File: src/rtl/gray_conv_arbiter_if.sv
// Request/response bundle for the shared Gray-to-binary converter.
// master drives requests and consumes responses; slave is the converter.
interface gray_conv_arbiter_if #(
  parameter int SIZE = 8,
  parameter int NREQ = 4,
  parameter int IDW  = 2
);
  logic [NREQ-1:0]      req_valid;
  logic [NREQ*SIZE-1:0] req_gray;
  logic [NREQ-1:0]      req_ready;
  logic                 rsp_valid;
  logic [SIZE-1:0]      rsp_bin;
  logic [IDW-1:0]       rsp_id;
  logic                 rsp_ready;
  logic                 busy;

  modport master (
    output req_valid, req_gray, rsp_ready,
    input  req_ready, rsp_valid, rsp_bin, rsp_id, busy
  );

  modport slave (
    input  req_valid, req_gray, rsp_ready,
    output req_ready, rsp_valid, rsp_bin, rsp_id, busy
  );
endinterface

File: src/rtl/gray_conv_arbiter.sv
// Round-robin shared Gray-to-binary converter.
// One registered response slot, refillable in the cycle it drains.
module gray_conv_arbiter #(
  parameter int SIZE = 8,
  parameter int NREQ = 4,
  parameter int IDW  = 2
) (
  input  logic clk,
  input  logic rst,
  gray_conv_arbiter_if.slave bus
);

  typedef enum logic {IDLE, RESP} state_t;

  state_t          state_q;
  logic            rsp_valid_q;
  logic [SIZE-1:0] rsp_bin_q;
  logic [SIZE-1:0] rsp_bin_d;
  logic [IDW-1:0]  rsp_id_q;
  logic [IDW-1:0]  rr_ptr_q;
  logic [IDW-1:0]  rr_ptr_d;
  logic [IDW-1:0]  win;
  logic            found;
  logic            can_accept;
  logic            xfer;
  logic [SIZE-1:0] gsel;

  // Scan from rr_ptr upward, wrapping at NREQ; first valid wins.
  always_comb begin
    int idx;
    logic [IDW-1:0] idx_w;
    found = 1'b0;
    win   = '0;
    idx   = 0;
    idx_w = '0;
    for (int off = 0; off < NREQ; off++) begin
      idx = int'(rr_ptr_q) + off;
      if (idx >= NREQ) idx = idx - NREQ;
      idx_w = IDW'(idx);
      if (!found && bus.req_valid[idx_w]) begin
        found = 1'b1;
        win   = idx_w;
      end
    end
  end

  always_comb begin
    int nxt;
    nxt = int'(win) + 1;
    if (nxt >= NREQ) nxt = 0;
    rr_ptr_d = IDW'(nxt);
  end

  assign can_accept = (state_q == IDLE) || bus.rsp_ready;
  assign xfer       = !rst && can_accept && found;

  always_comb begin
    bus.req_ready = '0;
    if (xfer) bus.req_ready[win] = 1'b1;
  end

  assign gsel = bus.req_gray[int'(win)*SIZE +: SIZE];

  always_comb begin
    rsp_bin_d = '0;
    rsp_bin_d[SIZE-1] = gsel[SIZE-1];
    for (int i = SIZE-2; i >= 0; i--)
      rsp_bin_d[i] = rsp_bin_d[i+1] ^ gsel[i];
  end

  always_ff @(posedge clk) begin
    if (rst) begin
      state_q     <= IDLE;
      rsp_valid_q <= 1'b0;
      rsp_bin_q   <= '0;
      rsp_id_q    <= '0;
      rr_ptr_q    <= '0;
    end else begin
      unique case (state_q)
        IDLE: begin
          if (xfer) begin
            state_q     <= RESP;
            rsp_valid_q <= 1'b1;
            rsp_bin_q   <= rsp_bin_d;
            rsp_id_q    <= win;
            rr_ptr_q    <= rr_ptr_d;
          end
        end
        RESP: begin
          if (bus.rsp_ready) begin
            if (xfer) begin
              rsp_bin_q <= rsp_bin_d;
              rsp_id_q  <= win;
              rr_ptr_q  <= rr_ptr_d;
            end else begin
              state_q     <= IDLE;
              rsp_valid_q <= 1'b0;
            end
          end
        end
        default: begin
          state_q     <= IDLE;
          rsp_valid_q <= 1'b0;
        end
      endcase
    end
  end

  assign bus.rsp_valid = rsp_valid_q;
  assign bus.rsp_bin   = rsp_bin_q;
  assign bus.rsp_id    = rsp_id_q;
  assign bus.busy      = rsp_valid_q;

endmodule

File: src/flat_wrapper.sv
// flat-port wrapper written by rule: the top's interface ports become plain ports
module gray_conv_arbiter_flat 
#(
  parameter int SIZE = 8,
  parameter int NREQ = 4,
  parameter int IDW  = 2
)
  (clk, rst, bus_req_valid, bus_req_gray, bus_rsp_ready, bus_req_ready, bus_rsp_valid, bus_rsp_bin, bus_rsp_id, bus_busy);
  gray_conv_arbiter_if #(.SIZE(SIZE), .NREQ(NREQ), .IDW(IDW)) bus_i ();
  input  logic clk;
  input  logic rst;
  input wire logic [$bits(bus_i.req_valid)-1:0] bus_req_valid;
  input wire logic [$bits(bus_i.req_gray)-1:0] bus_req_gray;
  input wire logic [$bits(bus_i.rsp_ready)-1:0] bus_rsp_ready;
  output wire logic [$bits(bus_i.req_ready)-1:0] bus_req_ready;
  output wire logic [$bits(bus_i.rsp_valid)-1:0] bus_rsp_valid;
  output wire logic [$bits(bus_i.rsp_bin)-1:0] bus_rsp_bin;
  output wire logic [$bits(bus_i.rsp_id)-1:0] bus_rsp_id;
  output wire logic [$bits(bus_i.busy)-1:0] bus_busy;
  assign bus_i.req_valid = bus_req_valid;
  assign bus_i.req_gray = bus_req_gray;
  assign bus_i.rsp_ready = bus_rsp_ready;
  assign bus_req_ready = bus_i.req_ready;
  assign bus_rsp_valid = bus_i.rsp_valid;
  assign bus_rsp_bin = bus_i.rsp_bin;
  assign bus_rsp_id = bus_i.rsp_id;
  assign bus_busy = bus_i.busy;
  gray_conv_arbiter #(.SIZE(SIZE), .NREQ(NREQ), .IDW(IDW)) u_core (.clk(clk), .rst(rst), .bus(bus_i));
endmodule
File: config.mk
export PLATFORM = sky130hd
export DESIGN_NAME = gray_conv_arbiter_flat
export DESIGN_NICKNAME = d
export VERILOG_FILES = /design/src/rtl/gray_conv_arbiter_if.sv /design/src/rtl/gray_conv_arbiter.sv /design/src/flat_wrapper.sv
export SDC_FILE = /design/constraint.sdc
export NUM_CORES = 1
export LEC_CHECK = 0
export ABC_CLOCK_PERIOD_IN_PS = 4700
export BUFFER_PORTS_ARGS = -buffer_cell sky130_fd_sc_hd__buf_2
export CORE_MARGIN = 2
export CORE_UTILIZATION = 35
export CTS_BUF_LIST = sky130_fd_sc_hd__clkbuf_4 sky130_fd_sc_hd__clkbuf_8
export DETAILED_ROUTE_END_ITERATION = 6
export SYNTH_ARGS = -nofsm -noshare
export SYNTH_HDL_FRONTEND = slang
export SYNTH_SLANG_ARGS = --single-unit
File: constraint.sdc
create_clock -name clk -period 4.7 [get_ports clk]
set_clock_uncertainty 0.1 [all_clocks]
set_input_delay 0.47 -clock clk [delete_from_list [all_inputs] [get_ports clk]]
set_output_delay 0.47 -clock clk [all_outputs]
set_load 0.03 [all_outputs]
==> results of run 1 <==
[power by group]
part	internal (mW)	switching, mW	total [mW]	leakage (nW)
Clock	0.0471	0.0392	0.0863	0.0210
Sequential	0.156	0.0206	0.176	0.117
Combinational	0.208	0.282	0.490	0.558
Total	0.411	0.342	0.753	0.695
[registers in the layout, summed over array words and instances (netlist names)]
name	cells
u_core.bus.rsp_bin	8
u_core.bus.rsp_id	2
u_core.rr_ptr_q	2
u_core.bus.busy	1
u_core.state_q	1
[synth_stat cells (5+ instances only)]
master,count,share of area [%]
nor2_1,6,2.0
a21oi_1,9,4.0
dfxtp_1,14,25
xnor2_1,5,3.9
o21ai_0,6,2.7
nand3b_1,10,6.7
ha_1,5,5.5
mux2i_1,11,9.8
nand2b_1,8,4.4
[cells by family (layout without fill, tap and decap cells)]
family | after synthesis | in the layout | share of synthesized area [%]
xor gates and xnor gates | 12 | 12 | 12.9
DFF | 14 | 14 | 24.8
muxes | 12 | 12 | 10.8
buffers and inverters | 9 | 61 | 5.54
AOI/OAI and AO/OA | 27 | 27 | 17.0
and+or+nand+nor | 42 | 42 | 23.5
adders and majority gates | 5 | 5 | 5.54
[final cells by class]
type | count | share of cell area [%]
Sequential cell | 14 | 19.4
Multi-Input combinational cell | 98 | 54.5
Tap cell | 44 | 3.82
Timing Repair Buffer | 55 | 19.3
Inverter | 2 | 0.520
Clock buffer | 4 | 2.52
[path summary, 6_finish.rpt]
check                     endpoint  depth (start not counted)  slack [ns]
max               bus_req_ready[0]                          7        1.67
max reg2reg  u_core.bus.rsp_bin[1]                          8        1.80
min reg2reg  u_core.bus.rsp_bin[3]                          2        0.38
min                u_core.bus.busy                          2        0.29
[layer usage]
metal | vias up | global-route usage (%)
met5 | - | 0
met4 | 0 | 5.59
li1 | 525 | -
met1 | 448 | 20.7
met3 | 0 | 1.28
met2 | 48 | 25.0
[metrics by stage]
step | std cells | setup slack [ns] | util (%) | hold WS (ns)
6_report | 217 | 1.67 | 47.3 | 0.295
5_1_grt | 217 | 1.44 | 47.3 | 0.280
4_1_cts | 217 | 1.64 | 47.3 | 0.288
3_5_place_dp | 213 | 1.57 | 46.1 | 0.365
3_3_place_gp | 213 | 1.67 | 46.1 | 0.345
2_1_floorplan | 121 | 2.11 | - | 0.339
==> summary.md, run 1 <==
| Metric | Value |
|---|---|
| CP top delay family | compound AO/OA/AOI/OAI gates |
| Max Root-Sink Buffers | 2 |
| Crit share post-route | 64.5% |
| Max-cap violations | 0 |
| Post-synthesis async set-or-reset flop share | 0% |
| Min-delay src | bus_rsp_ready |
| Netlist Area Pre-Place | 1130 um2 |
| Rows | 20 |
| Synthesized Nets | 165 |
| Share of the yosys chip area belonging to registers | 24.8% |
| CP max-delay cell | o32a_1 |
| Critical path buffer and inverter count | 2 |
| M1 WL | 1.13 mm |
| Core Box Area | 3050 um2 |
| Worst Hold Class | primary input to register |
| Slew at the pin closest to its max-slew limit | 0.805 ns |
| Final hold vios | 0 |
| DIE AREA | 3690 um2 |
| Die height | 60.8 um |
| Most common cell after layout, fill and taps aside | buf_2 |
| Clock-pin slew on the worst setup and hold paths | 0.09 ns |
| Met3 routed WL | 173 um |
| Total track usage | 15.2% |
| Worst Setup End Kind | primary output |
| Mean Syn Cell Area | 9.33 um2 |
| GR Overflow Total | 0 |
| DRC viols | 0 |
| Initial antenna violation count | 0 |
| Seq cells post-synth | 14 |
| Die width | 60.8 um |
| Max frequency | 0.330 GHz |
| Total power | 753 uW |
| Primary FF master, synth | dfxtp_1 |
| CP peak stage delay | 0.64 ns |
| # IOs | 55 |
| Worst-skew pair later-pin latency | 0.28 ns |
| Fin Setup TNS | 0 ns |
| H-tree depth | 1 |
| Post-synth EDFFs | 0 |
| Hpwl dp | 1.97 mm |
| Crit path launch type | register |
| Ant diodes | 0 |
| NumNets Final | 218 |
| Hold Buf Count CTS | 0 |
| Maximum vdd drop | 167 uV |
| CTS tree | done |
| Remaining antenna violation count after routing | 0 |
| First-pass GRT wire length | 4.28 mm |
| CTS buffer count | 3 |
| Top sig layer | met3 |
| Most frequent cells in the layout | buf_2 (54), dfxtp_1 (14), mux2i_1 (11), nand3b_1 (10), a21oi_1 (9) |
| Via count | 1021 |
| Type of the worst setup path | register to primary output |
| Min cycle time layout | 3.03 ns |
| Per-cell routed wire length | 11.6 um |
| Fraction of layout cells with a size suffix above 1 | 38.7% |
| Vias/cell | 4.71 |
| CP Data Required Time | 4.13 ns |
| RR Startpoint | u_core.rr_ptr_q[0] |
| Critical path origin | u_core.rr_ptr_q[0] |
| Clk sinks | 14 |
| Filler Cell Count | 312 |
| Post-DP Area | 1410 um2 |
| Crit-path max FO | 16 |
| DR iter-0 viols | 37 |
| Setup violations, final | 0 |
| Post-Syn Instances | 121 |
| GPL Wtd Cong | 0.663 |
| Ys Warns | 0 |
| Initial Util | 37.0% |
| Port bufs | 54 |
| Vias in the first global route | 978 |
| DRT Wirelength | 2.51 mm |
| DRT Pass-1 Iters | 4 |
| Post-CTS Resized | 0 |
| Rel. slew slack | 45.9% |
| Largest net degree at the start of global routing | 28 |
| Cell breakdown of the critical path | nand2b_1, nor2b_1, o32a_1, inv_1, ha_1, and2_1, buf_2 |
| WL met2 | 1.21 mm |
| Final Max Tran Viols | 0 |
| Root Buffer | clkbuf_4 |
| PD cells | 522 nW/um2 |
| Synth unique cells | 37 |
| Sequential Area | 280 um2 |
| P_leak | 0.695 nW |
| Status | finished, final reports clean |
| Multi-input gate area | 786 um2 |
| Post-route cell area | 1440 um2 |
| Area Growth Syn to Fin | 27.8% |
| RSZ-0062 raised after global routing | no |
| CP arrival | 2.46 ns |
| Setup bufs post-CTS | 0 |
No activity file was read; power rests on OpenSTA's default activity.
==> inputs of run 2 (changes only) <==
--- a/config.mk
+++ b/config.mk
@@ -5,7 +5,8 @@
 export SDC_FILE = /design/constraint.sdc
 export NUM_CORES = 1
 export LEC_CHECK = 0
-export ABC_CLOCK_PERIOD_IN_PS = 4700
+export ABC_AREA = 1
+export ABC_CLOCK_PERIOD_IN_PS = 2800
 export BUFFER_PORTS_ARGS = -buffer_cell sky130_fd_sc_hd__buf_2
 export CORE_MARGIN = 2
 export CORE_UTILIZATION = 35
==> constraint.sdc (replaced) <==
create_clock -name clk -period 2.8 [get_ports clk]
set_clock_uncertainty 0.1 [all_clocks]
set_input_delay 0.28 -clock clk [delete_from_list [all_inputs] [get_ports clk]]
set_output_delay 0.28 -clock clk [all_outputs]
set_load 0.03 [all_outputs]
==> run 2 against run 1 <==
Wire length rose by 59%. Global-route usage hardly changed. Area after synthesis up 31%. Die area is 29% higher. Critical endpoint is now u_core.bus.rsp_bin[0].
==> summary.md, run 2 <==
| Metric | Value |
|---|---|
| Crit-path max FO | 5 (-11) |
| Worst reg2reg path endpoint | u_core.bus.rsp_bin[0] |
| Post-layout util | 54.5% (+7.3 points) |
| Per-cell routed wire length | 11.2 um (-3.2%) |
| Type of the worst setup path | register to register |
| Synth area leader | nand2_1 |
| Share of the yosys chip area belonging to registers | 18.9% (-5.9 points) |
| GPL Wtd Cong | 0.820 (+24%) |
| CP Data Required Time | 2.88 ns (-1.25 ns) |
| Post-Syn Instances | 241 (+99%) |
| Top post-synthesis cells by count | nand2_1 (85), inv_1 (29), nand3_1 (22), dfxtp_1 (14), nor2_1 (14) |
| CP max-delay cell | dfxtp_4 |
| Hpwl dp | 2.82 mm (+43%) |
| Die width | 69.1 um (+14%) |
| Critical path origin | u_core.rr_ptr_q[0] |
| Mean Syn Cell Area | 6.15 um2 (-34%) |
| Post-synth EDFFs | 0 (unchanged) |
| Worst Setup End Kind | register |
| RSZ-0062 raised after global routing | yes |
| Ys Warns | 0 (unchanged) |
| Worst Hold Class | primary input to register |
| Setup violations, final | 0 (unchanged) |
| Final Max Tran Viols | 0 (unchanged) |
| Clk sinks | 14 (unchanged) |
| Post-route cell area | 2200 um2 (+52%) |
| R2R cell count | 23 (+15) |
| Clock-pin slew on the worst setup and hold paths | 0.07 ns (-0.02 ns) |
| Max reg flops | 8 (unchanged) |
| Ranking of synthesized cells by area | nand2_1 (22%), dfxtp_1 (19%), nand3_1 (7.4%), inv_1 (7.3%), nand2_4 (6.1%) |
| Most frequent cells in the layout | nand2_1 (67), buf_2 (55), inv_1 (27), nand2_2 (19) |
| RR Startpoint | u_core.rr_ptr_q[0] |
| Remaining antenna violation count after routing | 0 (unchanged) |
| Post-synthesis async set-or-reset flop share | 0% (unchanged) |
| WHS Path Cells | 2 (unchanged) |
| Port bufs | 54 (unchanged) |
| DIE AREA | 4770 um2 (+29%) |
| DRT Pass-1 Iters | 4 (unchanged) |
| DRT Wirelength | 4.00 mm (+59%) |
| Via count | 1670 (+64%) |
| WHS Endpoint | u_core.rr_ptr_q[0] |
| Max Root-Sink Buffers | 2 (unchanged) |
| Rel. slew slack | 69.6% (+24 points) |
| CTS tree | done |
| Reg2reg setup slack | 0.10 ns (-1.70 ns) |
| Final std cells w/o fill | 357 (+65%) |
| Placed Cells | 345 (+62%) |
| Max frequency | 0.371 GHz |
| Die height | 69.1 um (+14%) |
| Cell breakdown of the critical path | clkbuf_16, nand2_4, nand3_2, nand2_2, inv_2, nand3_4, nand3_2, nand2_4, buf_6, nand3_1, nand2_2, nand2_2, nand3_4, nand2_4, nand2_4, nand3_2, nand3_2, nand2_1, nand2_1, nand3_2, nand2_1, nand2_1, nor2_1 |
| Initial Util | 36.8% (-0.20 points) |
| Core Box Area | 4030 um2 (+32%) |
| Ant diodes | 0 (unchanged) |
| Final hold vios | 0 (unchanged) |
| Seq cells post-synth | 14 (unchanged) |
| Total track usage | 15.2% (+0.039 points) |
| Most common cell after layout, fill and taps aside | nand2_1 |
| Max-cap violations | 0 (unchanged) |
| Root Buffer | clkbuf_8 |
| Vias/cell | 4.68 (-0.58%) |
| Most Frequent Cell on Critical Path | nand3_2 |
| Post-DP Area | 1810 um2 (+28%) |
| NumNets Final | 352 (+61%) |
| Rows | 23 (+15%) |
| Crit share post-route | 96.4% |
| Slew at the pin closest to its max-slew limit | 0.456 ns (-0.349 ns) |
| GR Overflow Total | 0 (unchanged) |
| H-tree depth | 1 (unchanged) |
| DR iter-0 viols | 71 (+92%) |
| CP peak stage delay | 0.37 ns (-0.27 ns) |
| First-pass GRT wire length | 6.18 mm (+44%) |
| # IOs | 55 (unchanged) |
| Netlist Area Pre-Place | 1480 um2 (+31%) |
| CP arrival | 2.78 ns (+0.32 ns) |
| Worst-skew pair later-pin latency | 0.25 ns (-0.03 ns) |
| Synth unique cells | 25 (-32%) |
| Cell with the most instances after synthesis | nand2_1 |
| Initial antenna violation count | 0 (unchanged) |
| Area Growth Syn to Fin | 48.3% |
| Largest net degree at the start of global routing | 17 (-39%) |
| Min cycle time layout | 2.70 ns |
| Post-synth top area share | 21.5% (-3.3 points) |
| Status | finished, final reports clean |
| Fin Setup TNS | 0 ns (unchanged) |
| Synthesized Nets | 285 (+73%) |
| DRC viols | 0 (unchanged) |
| CTS buffer count | 3 (unchanged) |
| Min-delay src | rst |
| Crit path launch type | register |
| Fraction of layout cells with a size suffix above 1 | 45.9% (+7.2 points) |
| Vias in the first global route | 1428 (+46%) |
| Primary FF master, synth | dfxtp_1 |
## run 2: cell types whose count changed after synthesis, moves of 5 or more
cell	change
a31oi_1	+6
inv_1	+27
mux2i_1	-11
nand2_1	+81
nand2_2	+7
nand2_4	+8
nand2b_1	-8
nand3_1	+22
nand3_2	+8
nand3b_1	-8
nor2_1	+8
o21ai_0	+6
xnor2_1	-5
## run 2: worst max-delay path, delay by kind of cell, from the launching register on
family	cells	cell delay, ns
buffers and inverters	3	0.36
DFF	1	0.37
and+or+nand+nor	20	1.79
## run 2: through the flow
stage                     hold WS [ns]  setup slack (ns)
after floorplan                  0.249             0.330
after global placement           0.357          -0.00349
after detailed placement         0.357           -0.0648
after CTS                       0.0891            0.0130
after global routing            0.0888            -0.134
final                           0.0823             0.101
## run 2: how the worst max path moves through the flow
stage | end | cells after the start
finish | u_core.bus.rsp_bin[0] | 23
global route | u_core.bus.rsp_bin[0] | 23
CTS | u_core.bus.rsp_bin[0] | 23
detailed placement | u_core.bus.rsp_bin[0] | 23
global placement | u_core.bus.rsp_bin[0] | 23
floorplan | u_core.bus.rsp_bin[0] | 24
## run 2: routing by layer
| metal | vias up | track usage [%] | part of all wire, % | routed length [um] |
|---|---|---|---|---|
| met3 | 2 | 3.07 | 4.4 | 176 |
| li1 | 904 | - | - | - |
| met1 | 726 | 19.2 | 44 | 1760 |
| met5 | - | 0 | 0 | 0 |
| met2 | 38 | 26.9 | 51 | 2040 |
| met4 | 0 | 2.61 | 0.52 | 21 |
## run 2: cell type report
cell class / instances / area, um2
Tap cell: 50 / 62.6
Timing Repair Buffer: 70 / 420
Fill cell: 403 / 1830
Inverter: 33 / 146
Multi-Input combinational cell: 186 / 1230
Clock buffer: 4 / 55.1
Sequential cell: 14 / 284
## run 2: kinds of logic (layout without fill, tap and decap cells)
group | count (synthesis) | in the layout | share of synthesized area, %
simple gates | 149 | 150 | 50.9
compound gates | 31 | 31 | 12.4
flops | 14 | 14 | 18.9
buf+inv | 42 | 107 | 13.5
fa+ha+maj | 5 | 5 | 4.22
## run 2: timing repair
action,in CTS,in global routing
hold buffers,0,0
cloned,0,3
buffers inserted,0,5
hold endpoints to repair,0,0
endpoints found under the setup margin,2,6
resized for setup,3,63
pin swaps,0,27
Power of run 2 is not shown: default switching activity piles up to over one toggle a cycle in this logic, so the estimate is an artifact.
